File: config.mk
export PLATFORM = sky130hd
export DESIGN_NAME = vram_sched_flat
export DESIGN_NICKNAME = d
export VERILOG_FILES = /design/src/rtl/vram_sched_pkg.sv /design/src/rtl/vram_sched_if.sv /design/src/rtl/vram_addr_calc.sv /design/src/rtl/vram_sched.sv /design/src/flat_wrapper.sv
export SDC_FILE = /design/constraint.sdc
export NUM_CORES = 1
export LEC_CHECK = 0
export BUFFER_PORTS_ARGS = -buffer_cell sky130_fd_sc_hd__clkbuf_2
export CAP_MARGIN = 20
export CORE_MARGIN = 2
export CORE_UTILIZATION = 50
export CTS_CLUSTER_SIZE = 12
export DETAILED_ROUTE_END_ITERATION = 6
export PLACE_DENSITY_LB_ADDON = 0.08
export SYNTH_ARGS = -nofsm -noshare
export SYNTH_HDL_FRONTEND = slang
export SYNTH_HIERARCHICAL = 1
export SYNTH_SLANG_ARGS = --single-unit
File: constraint.sdc
create_clock -name PCK -period 7.3 [get_ports PCK]
set_input_delay 2.19 -clock PCK [delete_from_list [all_inputs] [get_ports PCK]]
set_output_delay 2.19 -clock PCK [all_outputs]
set_load 0.01 [all_outputs]
File: src/rtl/vram_sched_pkg.sv
// -----------------------------------------------------------------------------
// vram_sched_pkg
// Shared types and default geometry for the character-VRAM scheduler.
//   vram_addr_t : 12-bit VRAM character address (row*COLS + col)
//   char_t      : 8-bit character code
//   state_e     : per-cycle scheduler state (what the VRAM port did this cycle)
// The DEF_* values are the 640x480 text-mode defaults (80x30 cells of 8x16).
// -----------------------------------------------------------------------------
package vram_sched_pkg;

  localparam int DEF_COLS    = 80;
  localparam int DEF_ROWS    = 30;
  localparam int DEF_HACTIVE = 640;
  localparam int DEF_VACTIVE = 480;
  localparam int VRAM_DEPTH  = DEF_COLS * DEF_ROWS;

  typedef logic [11:0] vram_addr_t;
  typedef logic [7:0]  char_t;

  typedef enum logic [1:0] {
    IDLE = 2'd0,  // port unused
    RD   = 2'd1,  // display fetch issued
    WR   = 2'd2,  // host write issued
    ERR  = 2'd3   // host write dropped (address out of range)
  } state_e;

endpackage

File: src/rtl/vram_sched_if.sv
// -----------------------------------------------------------------------------
// vram_sched_if
// Host write port of the character VRAM scheduler.
//   HOST_REQ   : write request, held by the host until HOST_ACK
//   HOST_ADDR  : character address row*COLS+col
//   HOST_WDATA : character code to store
//   HOST_ACK   : one-cycle pulse, request consumed
//   HOST_ERR   : one-cycle pulse with HOST_ACK when the write was dropped
// master = host side, slave = scheduler side.
// -----------------------------------------------------------------------------
interface vram_sched_if;
  import vram_sched_pkg::*;

  logic       HOST_REQ;
  vram_addr_t HOST_ADDR;
  char_t      HOST_WDATA;
  logic       HOST_ACK;
  logic       HOST_ERR;

  modport master (
    output HOST_REQ, HOST_ADDR, HOST_WDATA,
    input  HOST_ACK, HOST_ERR
  );

  modport slave (
    input  HOST_REQ, HOST_ADDR, HOST_WDATA,
    output HOST_ACK, HOST_ERR
  );

endinterface

File: src/rtl/vram_addr_calc.sv
// -----------------------------------------------------------------------------
// vram_addr_calc
// Combinational decode of the sync-generator counters into a display fetch.
//   hcnt_i       : horizontal pixel counter
//   vcnt_i       : vertical line counter
//   fetch_addr_o : (vcnt>>4)*COLS + (hcnt>>3)
//   fetch_slot_o : first pixel of a visible character cell
// -----------------------------------------------------------------------------
module vram_addr_calc
  import vram_sched_pkg::*;
#(
  parameter int COLS    = DEF_COLS,
  parameter int HACTIVE = DEF_HACTIVE,
  parameter int VACTIVE = DEF_VACTIVE
) (
  input  logic [9:0] hcnt_i,
  input  logic [9:0] vcnt_i,
  output vram_addr_t fetch_addr_o,
  output logic       fetch_slot_o
);

  vram_addr_t row;
  vram_addr_t col;
  vram_addr_t row_base;

  assign row = {6'b0, vcnt_i[9:4]};
  assign col = {5'b0, hcnt_i[9:3]};

  // 80 columns decomposes into 64+16, so the default build needs no multiplier.
  if (COLS == 80) begin : g_shift_add
    assign row_base = (row << 6) + (row << 4);
  end else begin : g_const_mul
    assign row_base = row * vram_addr_t'(COLS);
  end

  assign fetch_addr_o = row_base + col;
  assign fetch_slot_o = (hcnt_i[2:0] == 3'd0) &&
                        (hcnt_i < 10'(HACTIVE)) &&
                        (vcnt_i < 10'(VACTIVE));

endmodule

File: src/rtl/vram_sched.sv
// -----------------------------------------------------------------------------
// vram_sched
// Shares the single-port character VRAM between the display fetch path and a
// host write port, all in the PCK domain. Display fetch has fixed priority;
// host writes fill the remaining slots.
//   PCK, RST             : pixel clock, synchronous active-high reset
//   HCNT, VCNT           : counters from the sync generator
//   host                 : host write port (vram_sched_if.slave)
//   VRAM_EN/WE/ADDR/WDATA: VRAM access strobe and command
//   VRAM_RDATA           : read data, valid one cycle after a read strobe
//   CHAR_CODE/CHAR_VLD   : fetched character, 3 PCK after the fetch slot
//   FONT_ROW             : VCNT[3:0] of the fetch slot, aligned with CHAR_CODE
// -----------------------------------------------------------------------------
module vram_sched
  import vram_sched_pkg::*;
#(
  parameter int COLS          = DEF_COLS,
  parameter int ROWS          = DEF_ROWS,
  parameter int HACTIVE       = DEF_HACTIVE,
  parameter int VACTIVE       = DEF_VACTIVE,
  parameter bit WR_BLANK_ONLY = 1'b0
) (
  input  logic             PCK,
  input  logic             RST,
  input  logic [9:0]       HCNT,
  input  logic [9:0]       VCNT,
  vram_sched_if.slave      host,
  output logic             VRAM_EN,
  output logic             VRAM_WE,
  output vram_addr_t       VRAM_ADDR,
  output char_t            VRAM_WDATA,
  input  char_t            VRAM_RDATA,
  output char_t            CHAR_CODE,
  output logic             CHAR_VLD,
  output logic [3:0]       FONT_ROW
);

  localparam int DEPTH = COLS * ROWS;

  vram_addr_t fetch_addr;
  logic       fetch_slot;
  logic       host_ok;

  state_e     state_q, state_d;
  vram_addr_t addr_q, addr_d;
  char_t      wdata_q, wdata_d;

  // Read pipeline: font row follows the fetch through RDATA to CHAR_CODE.
  logic [3:0] frow_p1_q, frow_p2_q, font_row_q;
  logic       rd_p2_q, vld_q;
  char_t      char_q;

  vram_addr_calc #(
    .COLS    (COLS),
    .HACTIVE (HACTIVE),
    .VACTIVE (VACTIVE)
  ) u_addr_calc (
    .hcnt_i       (HCNT),
    .vcnt_i       (VCNT),
    .fetch_addr_o (fetch_addr),
    .fetch_slot_o (fetch_slot)
  );

  // The request is still visible while HOST_ACK is high; without the ack
  // block the same request would be written twice.
  assign host_ok = host.HOST_REQ &&
                   (state_q != WR) && (state_q != ERR) &&
                   (!WR_BLANK_ONLY || (VCNT >= 10'(VACTIVE)));

  always_comb begin
    // NOTE: every always_comb output gets a default first so no path leaves it unassigned (no latch).
    state_d = IDLE;
    addr_d  = '0;
    wdata_d = '0;
    if (fetch_slot) begin
      state_d = RD;
      addr_d  = fetch_addr;
    end else if (host_ok) begin
      if (host.HOST_ADDR < vram_addr_t'(DEPTH)) begin
        state_d = WR;
        addr_d  = host.HOST_ADDR;
        wdata_d = host.HOST_WDATA;
      end else begin
        state_d = ERR;
      end
    end
  end

  always_ff @(posedge PCK) begin
    // NOTE: non-blocking assignments so every register samples pre-edge values.
    if (RST) begin
      state_q    <= IDLE;
      addr_q     <= '0;
      wdata_q    <= '0;
      frow_p1_q  <= '0;
      frow_p2_q  <= '0;
      rd_p2_q    <= 1'b0;
      vld_q      <= 1'b0;
      char_q     <= '0;
      font_row_q <= '0;
    end else begin
      state_q   <= state_d;
      addr_q    <= addr_d;
      wdata_q   <= wdata_d;
      frow_p1_q <= VCNT[3:0];
      frow_p2_q <= frow_p1_q;
      rd_p2_q   <= (state_q == RD);
      vld_q     <= rd_p2_q;
      if (rd_p2_q) begin
        char_q     <= VRAM_RDATA;
        font_row_q <= frow_p2_q;
      end
    end
  end

  assign VRAM_EN       = (state_q == RD) || (state_q == WR);
  assign VRAM_WE       = (state_q == WR);
  assign VRAM_ADDR     = addr_q;
  assign VRAM_WDATA    = wdata_q;
  assign host.HOST_ACK = (state_q == WR) || (state_q == ERR);
  assign host.HOST_ERR = (state_q == ERR);
  assign CHAR_CODE     = char_q;
  assign CHAR_VLD      = vld_q;
  assign FONT_ROW      = font_row_q;

endmodule

File: src/flat_wrapper.sv
// flat-port wrapper written by rule: the top's interface ports become plain ports
module vram_sched_flat import vram_sched_pkg::*;
#(
  parameter int COLS          = DEF_COLS,
  parameter int ROWS          = DEF_ROWS,
  parameter int HACTIVE       = DEF_HACTIVE,
  parameter int VACTIVE       = DEF_VACTIVE,
  parameter bit WR_BLANK_ONLY = 1'b0
)
  (PCK, RST, HCNT, VCNT, VRAM_EN, VRAM_WE, VRAM_ADDR, VRAM_WDATA, VRAM_RDATA, CHAR_CODE, CHAR_VLD, FONT_ROW, host_HOST_REQ, host_HOST_ADDR, host_HOST_WDATA, host_HOST_ACK, host_HOST_ERR);
  vram_sched_if host_i ();
  input  logic PCK;
  input  logic RST;
  input  logic [9:0] HCNT;
  input  logic [9:0] VCNT;
  output logic VRAM_EN;
  output logic VRAM_WE;
  output vram_addr_t VRAM_ADDR;
  output char_t VRAM_WDATA;
  input  char_t VRAM_RDATA;
  output char_t CHAR_CODE;
  output logic CHAR_VLD;
  output logic [3:0] FONT_ROW;
  input wire logic [$bits(host_i.HOST_REQ)-1:0] host_HOST_REQ;
  input wire logic [$bits(host_i.HOST_ADDR)-1:0] host_HOST_ADDR;
  input wire logic [$bits(host_i.HOST_WDATA)-1:0] host_HOST_WDATA;
  output wire logic [$bits(host_i.HOST_ACK)-1:0] host_HOST_ACK;
  output wire logic [$bits(host_i.HOST_ERR)-1:0] host_HOST_ERR;
  assign host_i.HOST_REQ = host_HOST_REQ;
  assign host_i.HOST_ADDR = host_HOST_ADDR;
  assign host_i.HOST_WDATA = host_HOST_WDATA;
  assign host_HOST_ACK = host_i.HOST_ACK;
  assign host_HOST_ERR = host_i.HOST_ERR;
  vram_sched #(.COLS(COLS), .ROWS(ROWS), .HACTIVE(HACTIVE), .VACTIVE(VACTIVE), .WR_BLANK_ONLY(WR_BLANK_ONLY)) u_core (.PCK(PCK), .RST(RST), .HCNT(HCNT), .VCNT(VCNT), .host(host_i), .VRAM_EN(VRAM_EN), .VRAM_WE(VRAM_WE), .VRAM_ADDR(VRAM_ADDR), .VRAM_WDATA(VRAM_WDATA), .VRAM_RDATA(VRAM_RDATA), .CHAR_CODE(CHAR_CODE), .CHAR_VLD(CHAR_VLD), .FONT_ROW(FONT_ROW));
endmodule
==> flow_metrics.tcl, run 1 <==
set metrics [dict create \
    die_w_um 65.7 \
    fin_skew_ns 0.00914 \
    max_slew_margin_pct 38.8 \
    critPathKind "in -> reg" \
    required_ns 7.49 \
    clk_path_buf_depth 2 \
    antenna_found_initial 0 \
    setup-violations-final 0 \
    yosysMostFrequentCell "dfxtp_1" \
    cp.arrival_ns 4.13 \
    synth_area_sq_um 1910 \
    drt_pass1_iterations 4 \
    power.total_w 0.000480 \
    crit_fanout 2 \
    cts_num_sinks 44 \
    synth.top_cells.by_area "dfxtp_1 46%, ha_1 9.2%, mux2i_1 6.3%" \
    fin_util_pct 66.4 \
    avgRoutedWirePerCell_um 11.5 \
    io_buffers 87 \
    via_count 1483 \
    drv_cap 0 \
    pin_count 88 \
    ir_drop_mv 0.140 \
    post_cts_resized 0 \
    endpoint_kind "flop" \
    numCtsBuffers 5 \
    avgSynthCellArea_sq_um 10.8 \
    synth_common_cells "44 x dfxtp_1, 16 x nor2_1, 14 x ha_1, 14 x nor2b_1, 12 x mux2i_1" \
    leakage_nw 1.18 \
    area_growth_pct 27.6 \
    placed_cells 302 \
    syn-num-nets 244 \
    drcViolationCount 0 \
    clock_latency_ns 0.29 \
    grt_pass1_vias 1329 \
    grt_pass1_wl_um 5670 \
    crit_chain "clkbuf_2, fa_1, ha_1, a211oi_1, nor3_1, or3b_1, a32o_1" \
    final.period_utilization_pct 53.9 \
    fin_nets 328 \
    dieHeight_um 65.7 \
    hold_violations 0 \
    fin_crit_ns 3.94 \
    fin_tns_setup_ns 0 \
    synth_edf_count 0 \
    wirelength_um 3560 \
    post_cts_buffers 0 \
    cts_tree "yes" \
    root_buffer "clkbuf_8" \
    synth_ff_type "dfxtp_1" \
    synth_top_area_cell "dfxtp_1" \
    synth_seq_cells 44 \
    finalWeightedCongestion 0.879 \
    rsz0062_at_grt "no" \
    initial_core_util_pct 52.1 \
    drive_above_1_share_pct 43.5 \
    ys_types 39 \
    p_per_area_nw_per_um2 197 \
    rows 22 \
    syn_inst 177 \
    ys_seq_area_share_pct 46.2 \
    yosys_warnings 6 \
    max_freq_mhz 254 \
    htreeDepth 2 \
    slowest_delay_ns 0.51 \
    run_status "finished clean" \
    coreArea_sq_um 3660 \
    overflow 0 \
    crit_path_start_kind "input pin" \
    drtAntennaViolNets 0 \
    hp-class "reg -> reg" \
    synth-async-reset-ratio_pct 0 \
    yosysTopAreaCellShare_pct 46.2 \
    final_cell_count_no_fill 310 \
    ctsHoldBuffers 0 \
    grt_util_all_layers_pct 17.3 \
    critPathSlowestCell "fa_1" \
    slew_violations 0 \
    n_antenna_cell 0 \
    first_iter_violations 58 \
    clkTransAtPathRegs_ns 0.08 \
    hpwl_um 2770 \
    grt_max_degree 27 \
    vias_per_cell 4.78 \
    tightest_slew_ns 0.918 \
    die-area_sq_um 4320 \
]
flip-flops by register name, indices dropped and copies added, names as in the netlist:
name,count
u_core/frow_p2_q,4
u_core/state_q,2
u_core/CHAR_CODE,8
u_core/CHAR_VLD,1
u_core/VRAM_ADDR,12
u_core/FONT_ROW,4
u_core/VRAM_WDATA,8
u_core/frow_p1_q,4
u_core/rd_p2_q,1
placed cells by master, fill, tap and decap left out, types with 3 or more instances in the layout:
cell	netlist	layout
a22o_2	10	10
clkbuf_2	0	87
and2_1	5	5
dfxtp_1	44	44
a21oi_1	3	3
and2_2	4	4
nor2b_1	14	14
nor2_1	16	16
inv_1	10	10
mux2i_1	12	12
ha_1	14	14
clkbuf_8	0	6
power by group:
part,total (W),internal [W],switching (W)
sequential,0.000252,0.000248,0.00000360
combinational,0.0000772,0.0000395,0.0000377
clock,0.000151,0.0000754,0.0000753
cell families (layout without fill, tap and decap cells):
| group | Yosys count | after routing | synth area share [%] |
|---|---|---|---|
| AOI/OAI and AO/OA | 32 | 32 | 14.8 |
| xor gates and xnor gates | 2 | 2 | 0.919 |
| adders and majority gates | 16 | 16 | 11.3 |
| buffers and inverters | 20 | 105 | 5.19 |
| DFF | 44 | 44 | 46.2 |
| muxes | 12 | 12 | 6.30 |
| and+or+nand+nor | 51 | 51 | 15.2 |
final timing paths:
| kind | from | endpoint | slack, ns | cells past startpoint |
|---|---|---|---|---|
| worst min register to register | u_core/frow_p1_q[2] | u_core/frow_p2_q[2] | 0.44 | 1 |
| worst max register to register | u_core/state_q[0] | u_core/VRAM_ADDR[2] | 5.08 | 5 |
| worst max-delay path | HCNT[9] | u_core/VRAM_ADDR[10] | 3.36 | 7 |
| worst min-delay path | u_core/frow_p1_q[2] | u_core/frow_p2_q[2] | 0.44 | 1 |
cell type report:
class,count,area [sq um]
fill,318,1230
multi-input combinational,113,926
sequential,44,881
timing repair buffer,87,435
clock buffer,6,82.6
tap,48,60.1
inverter,10,37.5
clock inverter,2,10.0
through the flow:
stage	hold slack (ns)	area, sq um	setup WS (ns)
global route	0.464	2430	3.25
floorplan	0.414	1910	3.30
finish	0.437	2430	3.36
CTS	0.446	2430	3.36
detailed placement	0.427	2340	3.05
global placement	0.416	2340	3.08
routing by layer:
metal  vias up  wire length [um]  GRT usage (%)
met4         0                36           4.69
met2        53              1570           27.4
met5         -                 0              0
met3         4               316           6.51
li1        773                 -              -
met1       653              1640           22.0
critical path: cells and delay by family:
family	cells	cell delay, ns
adders and majority gates	2	0.83
AOI/OAI and AO/OA	2	0.56
and+or+nand+nor	2	0.45
buffers and inverters	1	0.10
No activity file was read; power rests on OpenSTA's default activity.
==> run 2, diff against run 1 <==
- ABC_AREA: not set -> 1
- CORE_UTILIZATION: 50 -> 42
- clock period: 7.3 -> 3.4 ns (I/O delays scaled with it)
==> run 2 against run 1 <==
Compared with the run above: area after synthesis up 3.0%; count of clock-buffer cells in the layout down 1; combinational power up 130%; sequential cell count unchanged; routed wire length up 13%; clock power up 110%; synthesized cell count up 37%; critical endpoint is now u_core/VRAM_ADDR[9]; non-clock buffer count up 1.
==> flow_metrics.tcl, run 2 <==
set metrics [dict create \
    run_status "finished clean" \
    slew_violations 0 \
    power_frac_seq_pct 52.3 \
    numCtsBuffers 5 \
    finalWeightedCongestion 0.823 \
    critPathKind "in -> reg" \
    rows 24 \
    synthAdderAreaFrac_pct 11.0 \
    yosysMostFrequentCell "nand2_1" \
    wirelength_um 4010 \
    muxShareOfSynthArea_pct 0 \
    via_count 1750 \
    p_per_area_nw_per_um2 418 \
    overflow 0 \
    drt_pass1_iterations 4 \
    die_w_um 72.3 \
    fin_skew_ns 0.0102 \
    clkTransAtPathRegs_ns 0.08 \
    final.period_utilization_pct 71.9 \
    fin_nets 393 \
    switching_share_pct 27.1 \
    fin_tns_setup_ns 0 \
    grt_max_degree 15 \
    ys_seq_area_share_pct 44.9 \
    post_cts_resized 0 \
    hp-class "reg -> reg" \
    fillers 448 \
    synth-simple-area-share_pct 29.0 \
    setup-violations-final 0 \
    avgSynthCellArea_sq_um 8.07 \
    largest_reg_flops 12 \
    ctsHoldBuffers 0 \
    switching_power_w 0.000281 \
    dpl-instance-area_sq_um 2400 \
    combPwrFrac_pct 17.3 \
    pin_count 88 \
    clock_latency_ns 0.29 \
    design_area_sq_um 2490 \
    crit_path_start_kind "input pin" \
    dieHeight_um 72.3 \
    ff_latch_area_sq_um 881 \
    synth-async-reset-ratio_pct 0 \
    hpwl_um 3140 \
    synth_xor_area_share_pct 1.34 \
    required_ns 3.58 \
    drive_above_1_share_pct 32.1 \
    yosys_warnings 6 \
    slowest_delay_ns 0.56 \
    drv_cap 0 \
    max_slew_margin_pct 62.9 \
    synth_compound_area_share_pct 4.66 \
    cts_num_sinks 44 \
    leakage_nw 1.38 \
    hold_violations 0 \
    synth_ff_type "dfxtp_1" \
    synth_top_area_cell "dfxtp_1" \
    drcViolationCount 0 \
    final_common_cell "clkbuf_2" \
    synth_top_family_by_area "simple AND/OR/NAND/NOR gates" \
    avgRoutedWirePerCell_um 10.6 \
    clk_path_buf_depth 2 \
    ys_types 24 \
    antenna_found_initial 0 \
    cp.arrival_ns 2.62 \
    cell_internal_pwr_w 0.000757 \
    fin_crit_ns 2.45 \
    syn-num-nets 310 \
    post_cts_buffers 0 \
    initial_core_util_pct 44.4 \
    power.total_w 0.00104 \
    root_buffer "clkbuf_8" \
    ir_drop_mv 0.183 \
    yosysTopAreaCellShare_pct 44.9 \
    tightest_slew_ns 0.557 \
    synth_edf_count 0 \
    critPathSlowestCell "fa_1" \
    multi_input_area_sq_um 901 \
    syn_inst 243 \
    die-area_sq_um 5230 \
    p_clk_share_pct 30.4 \
    n_antenna_cell 0 \
    first_iter_violations 66 \
    coreArea_sq_um 4410 \
    grt_util_all_layers_pct 16.7 \
    max_freq_mhz 409 \
    layout_common_cells "87 x clkbuf_2, 45 x nand2_1, 44 x dfxtp_1" \
    crit_chain "clkbuf_2, fa_1, inv_1, fa_1, nor2_1, nor2_1, xnor2_1, nand2_1, nand2_1" \
    synth_seq_cells 44 \
    area_growth_pct 26.7 \
    crit_fanout 3 \
    htreeDepth 2 \
    synth.top_cells.by_area "dfxtp_1 45%, ha_1 8.9%, nand2_1 8.6%" \
    grt_pass1_vias 1610 \
    drtAntennaViolNets 0 \
    io_buffers 87 \
    synth_area_sq_um 1960 \
    rsz0062_at_grt "no" \
    vias_per_cell 4.62 \
    endpoint_kind "flop" \
    synth_common_cells "45 x nand2_1, 44 x dfxtp_1, 43 x nor2_1" \
    grt_pass1_wl_um 6780 \
    cts_tree "yes" \
]
==> run 2: metrics by stage <==
stage	hold WS, ns	utilization [%]	setup WS (ns)	std cells
final	0.405	56.3	0.955	379
after global routing	0.423	56.3	0.857	379
after CTS	0.407	56.3	0.961	379
after detailed placement	0.394	54.3	0.647	371
after global placement	0.391	54.3	0.676	371
after floorplan	0.388	-	0.836	243
==> run 2: worst paths after layout <==
check / from / slack (ns) / cells past startpoint / to
max: HCNT[9] / 0.95 / 9 / u_core/VRAM_ADDR[9]
min: u_core/frow_p1_q[0] / 0.40 / 2 / u_core/frow_p2_q[0]
max reg2reg: u_core/state_q[0] / 1.97 / 7 / u_core/VRAM_ADDR[11]
min reg2reg: u_core/frow_p1_q[0] / 0.40 / 2 / u_core/frow_p2_q[0]
==> run 2: kinds of logic after synthesis <==
group,count (synthesis)
xor gates and xnor gates,3
buffers and inverters,41
adders and majority gates,16
AOI/OAI and AO/OA,17
DFF,44
and+or+nand+nor,122
==> run 2: metal layers <==
metal  vias up  wire length [um]  track usage [%]
li1        934                 -                -
met1       751              1760             18.4
met2        59              1840             29.5
met3         6               331             5.28
met4         0                68             7.13
met5         -                 0                0
==> run 2: power groups by stage <==
stage	clock, W	sequential, W	combinational (W)
after floorplan	0	0.000562	0.000108
after global placement	0	0.000555	0.000180
after detailed placement	0	0.000556	0.000180
after CTS	0.000332	0.000543	0.000182
after global routing	0.000355	0.000546	0.000205
final	0.000316	0.000543	0.000179
==> run 2: critical path, delay by kind of cell <==
family,cells,cell delay [ns]
xor+xnor,1,0.11
fa+ha+maj,2,1.04
buf+inv,2,0.17
simple gates,4,0.29
==> run 2: final cells by class <==
type	instances	share of cell area, %
multi-input combinational	158	36.2
sequential	44	35.4
timing repair buffer	88	17.8
inverter	29	4.38
clock buffer	5	2.77
tap	52	2.62
clock inverter	3	0.755
==> run 3, diff against run 2 <==
- ABC_AREA: 1 -> 0
- clock period: 3.4 -> 2 ns (I/O delays scaled with it)
==> run 3 against run 2 <==
Compared with the run above: the run now ends with negative setup slack left; setup slack worse by 1.1 ns; total power is 78% higher; critical path depth shrank 2; routed wire length down 5.3%; final area grew 8.3%; die area shrank 2.7%; first-iteration DRC count fell by 3.0%; clock skew decreased by 0.0053 ns; register-to-register slack worse by 1.7 ns; global-route usage shrank 1.5 points; clock power up 76%; utilization is 5.5 points higher; highest routed layer unchanged.
==> flow_metrics.tcl, run 3 (same netlist as run 1, synthesis figures left out) <==
set metrics [dict create \
    run_status "complete, but fails checks" \
    violations "negative setup slack" \
    clkTransAtPathRegs_ns 0.08 \
    grt_pass1_wl_um 6080 \
    crit_fanout 2 \
    largest_reg_flops 12 \
    grt_pass1_vias 1447 \
    rows 24 \
    hold_depth 1 \
    overflow 0 \
    setup_slack_ns -0.185 \
    p_per_area_nw_per_um2 687 \
    cts_tree "yes" \
    pin_count 88 \
    setup-violations-final 4 \
    min-delay-start "u_core/frow_p1_q[0]" \
    ir_drop_mv 0.307 \
    tightest_slew_ns 0.689 \
    initial_core_util_pct 43.8 \
    layout_common_cells "85 x clkbuf_2, 43 x dfxtp_1, 19 x buf_4" \
    first_iter_violations 64 \
    fin_skew_ns 0.00485 \
    fin_nets 350 \
    drive_above_1_share_pct 51.1 \
    r2r-end "u_core/VRAM_WDATA[2]" \
    root_buffer "clkbuf_8" \
    rrSetupSlack_ns 0.24 \
    critPathKind "in -> reg" \
    endpoint_kind "flop" \
    drtAntennaViolNets 0 \
    dieHeight_um 71.4 \
    finalWeightedCongestion 0.824 \
    grt_util_all_layers_pct 15.2 \
    wirelength_um 3790 \
    ctsHoldBuffers 0 \
    hold_violations 0 \
    area_growth_pct 41.2 \
    leakage_nw 1.31 \
    final.period_utilization_pct 109 \
    reg2reg_depth 6 \
    drcViolationCount 0 \
    die-area_sq_um 5090 \
    fin_util_pct 61.8 \
    numCtsBuffers 5 \
    n_antenna_cell 0 \
    drv_cap 0 \
    io_buffers 87 \
    htreeDepth 2 \
    hold_ws_ns 0.440 \
    crit_path_start_kind "input pin" \
    cp.arrival_ns 2.37 \
    final_common_cell "clkbuf_2" \
    cts_num_sinks 44 \
    die_w_um 71.4 \
    required_ns 2.19 \
    max_freq_mhz 458 \
    hp-class "reg -> reg" \
    slew_violations 0 \
    fin_crit_ns 2.18 \
    coreArea_sq_um 4350 \
    vias_per_cell 4.75 \
    via_count 1597 \
    grt_max_degree 26 \
    holdPathEnd "u_core/frow_p2_q[0]" \
    antenna_found_initial 0 \
    post-place-ws_ns -0.527 \
    max_slew_margin_pct 54.0 \
    drt_pass1_iterations 4 \
    rsz0062_at_grt "yes" \
    avgRoutedWirePerCell_um 11.3 \
    hpwl_um 2910 \
    clock_latency_ns 0.28 \
    reg2reg_from "u_core/state_q[0]" \
    clk_path_buf_depth 2 \
]
## run 3: cell types whose count changed in the layout (fill, tap and decap cells not counted), moves of 12 or more
cell     before  now
nand2_1      45    2
inv_1        28    9
nor2_1       43   16
mux2i_1       0   12
buf_4         1   19
nor2b_1       0   13
nand4_1      15    0
## run 3: what timing repair did
action / 4_1_cts / 5_1_grt
setup endpoints to repair: 21 / 6
pin swaps: 2 / 2
hold endpoints to repair: 0 / 0
setup buffers: 3 / 1
resized for setup: 3 / 14
## run 3: worst max-delay path by stage
stage	from	slack [ns]	end
after floorplan	VCNT[6]	-0.29	u_core/VRAM_ADDR[10]
after global placement	VCNT[6]	-0.48	u_core/VRAM_ADDR[10]
after detailed placement	VCNT[6]	-0.53	u_core/VRAM_ADDR[10]
after CTS	VCNT[6]	-0.21	u_core/VRAM_ADDR[10]
after global routing	VCNT[6]	-0.23	u_core/VRAM_ADDR[10]
final	VCNT[6]	-0.18	u_core/VRAM_ADDR[10]
## run 3: through the flow
stage	setup TNS [ns]	total power [W]	cells	area, sq um
after CTS	-0.355	0.00185	335	2630
after global placement	-7.82	0.00127	324	2490
after detailed placement	-8.01	0.00127	324	2490
after global routing	-0.592	0.00196	336	2690
final	-0.491	0.00185	336	2690
after floorplan	-0.810	0.00113	177	1920
## run 3: cell type report
class | count | area, sq um
repair buffers | 109 | 633
multi-input cells | 113 | 980
inverters | 10 | 37.5
well taps | 52 | 65.1
fillers | 387 | 1660
clock inverters | 1 | 7.51
clock buffers | 7 | 86.3
flip-flops and latches | 44 | 882
## run 3: per-layer routing
metal | vias up | share of wire [%] | wire length [um] | global-route usage [%]
li1 | 819 | - | - | -
met1 | 721 | 45 | 1690 | 18.3
met2 | 55 | 48 | 1800 | 25.4
met3 | 2 | 7.1 | 271 | 4.64
met4 | 0 | 0.69 | 26 | 6.29
met5 | - | 0 | 0 | 0
## run 3: worst max-delay path, stage by stage
cell and delay, ns:
buf_6 0.10, fa_2 0.60, ha_4 0.21, a211oi_4 0.24
nor3_1 0.07, or3b_1 0.35, a32o_1 0.20
## run 3: power by group
| group | switching, W | internal, W | leakage [nW] | total, W |
|---|---|---|---|---|
| clock | 0.000277 | 0.000280 | 0.0445 | 0.000557 |
| sequential | 0.0000120 | 0.000905 | 0.359 | 0.000917 |
| combinational | 0.000164 | 0.000210 | 0.903 | 0.000375 |
| total | 0.000453 | 0.00140 | 1.31 | 0.00185 |
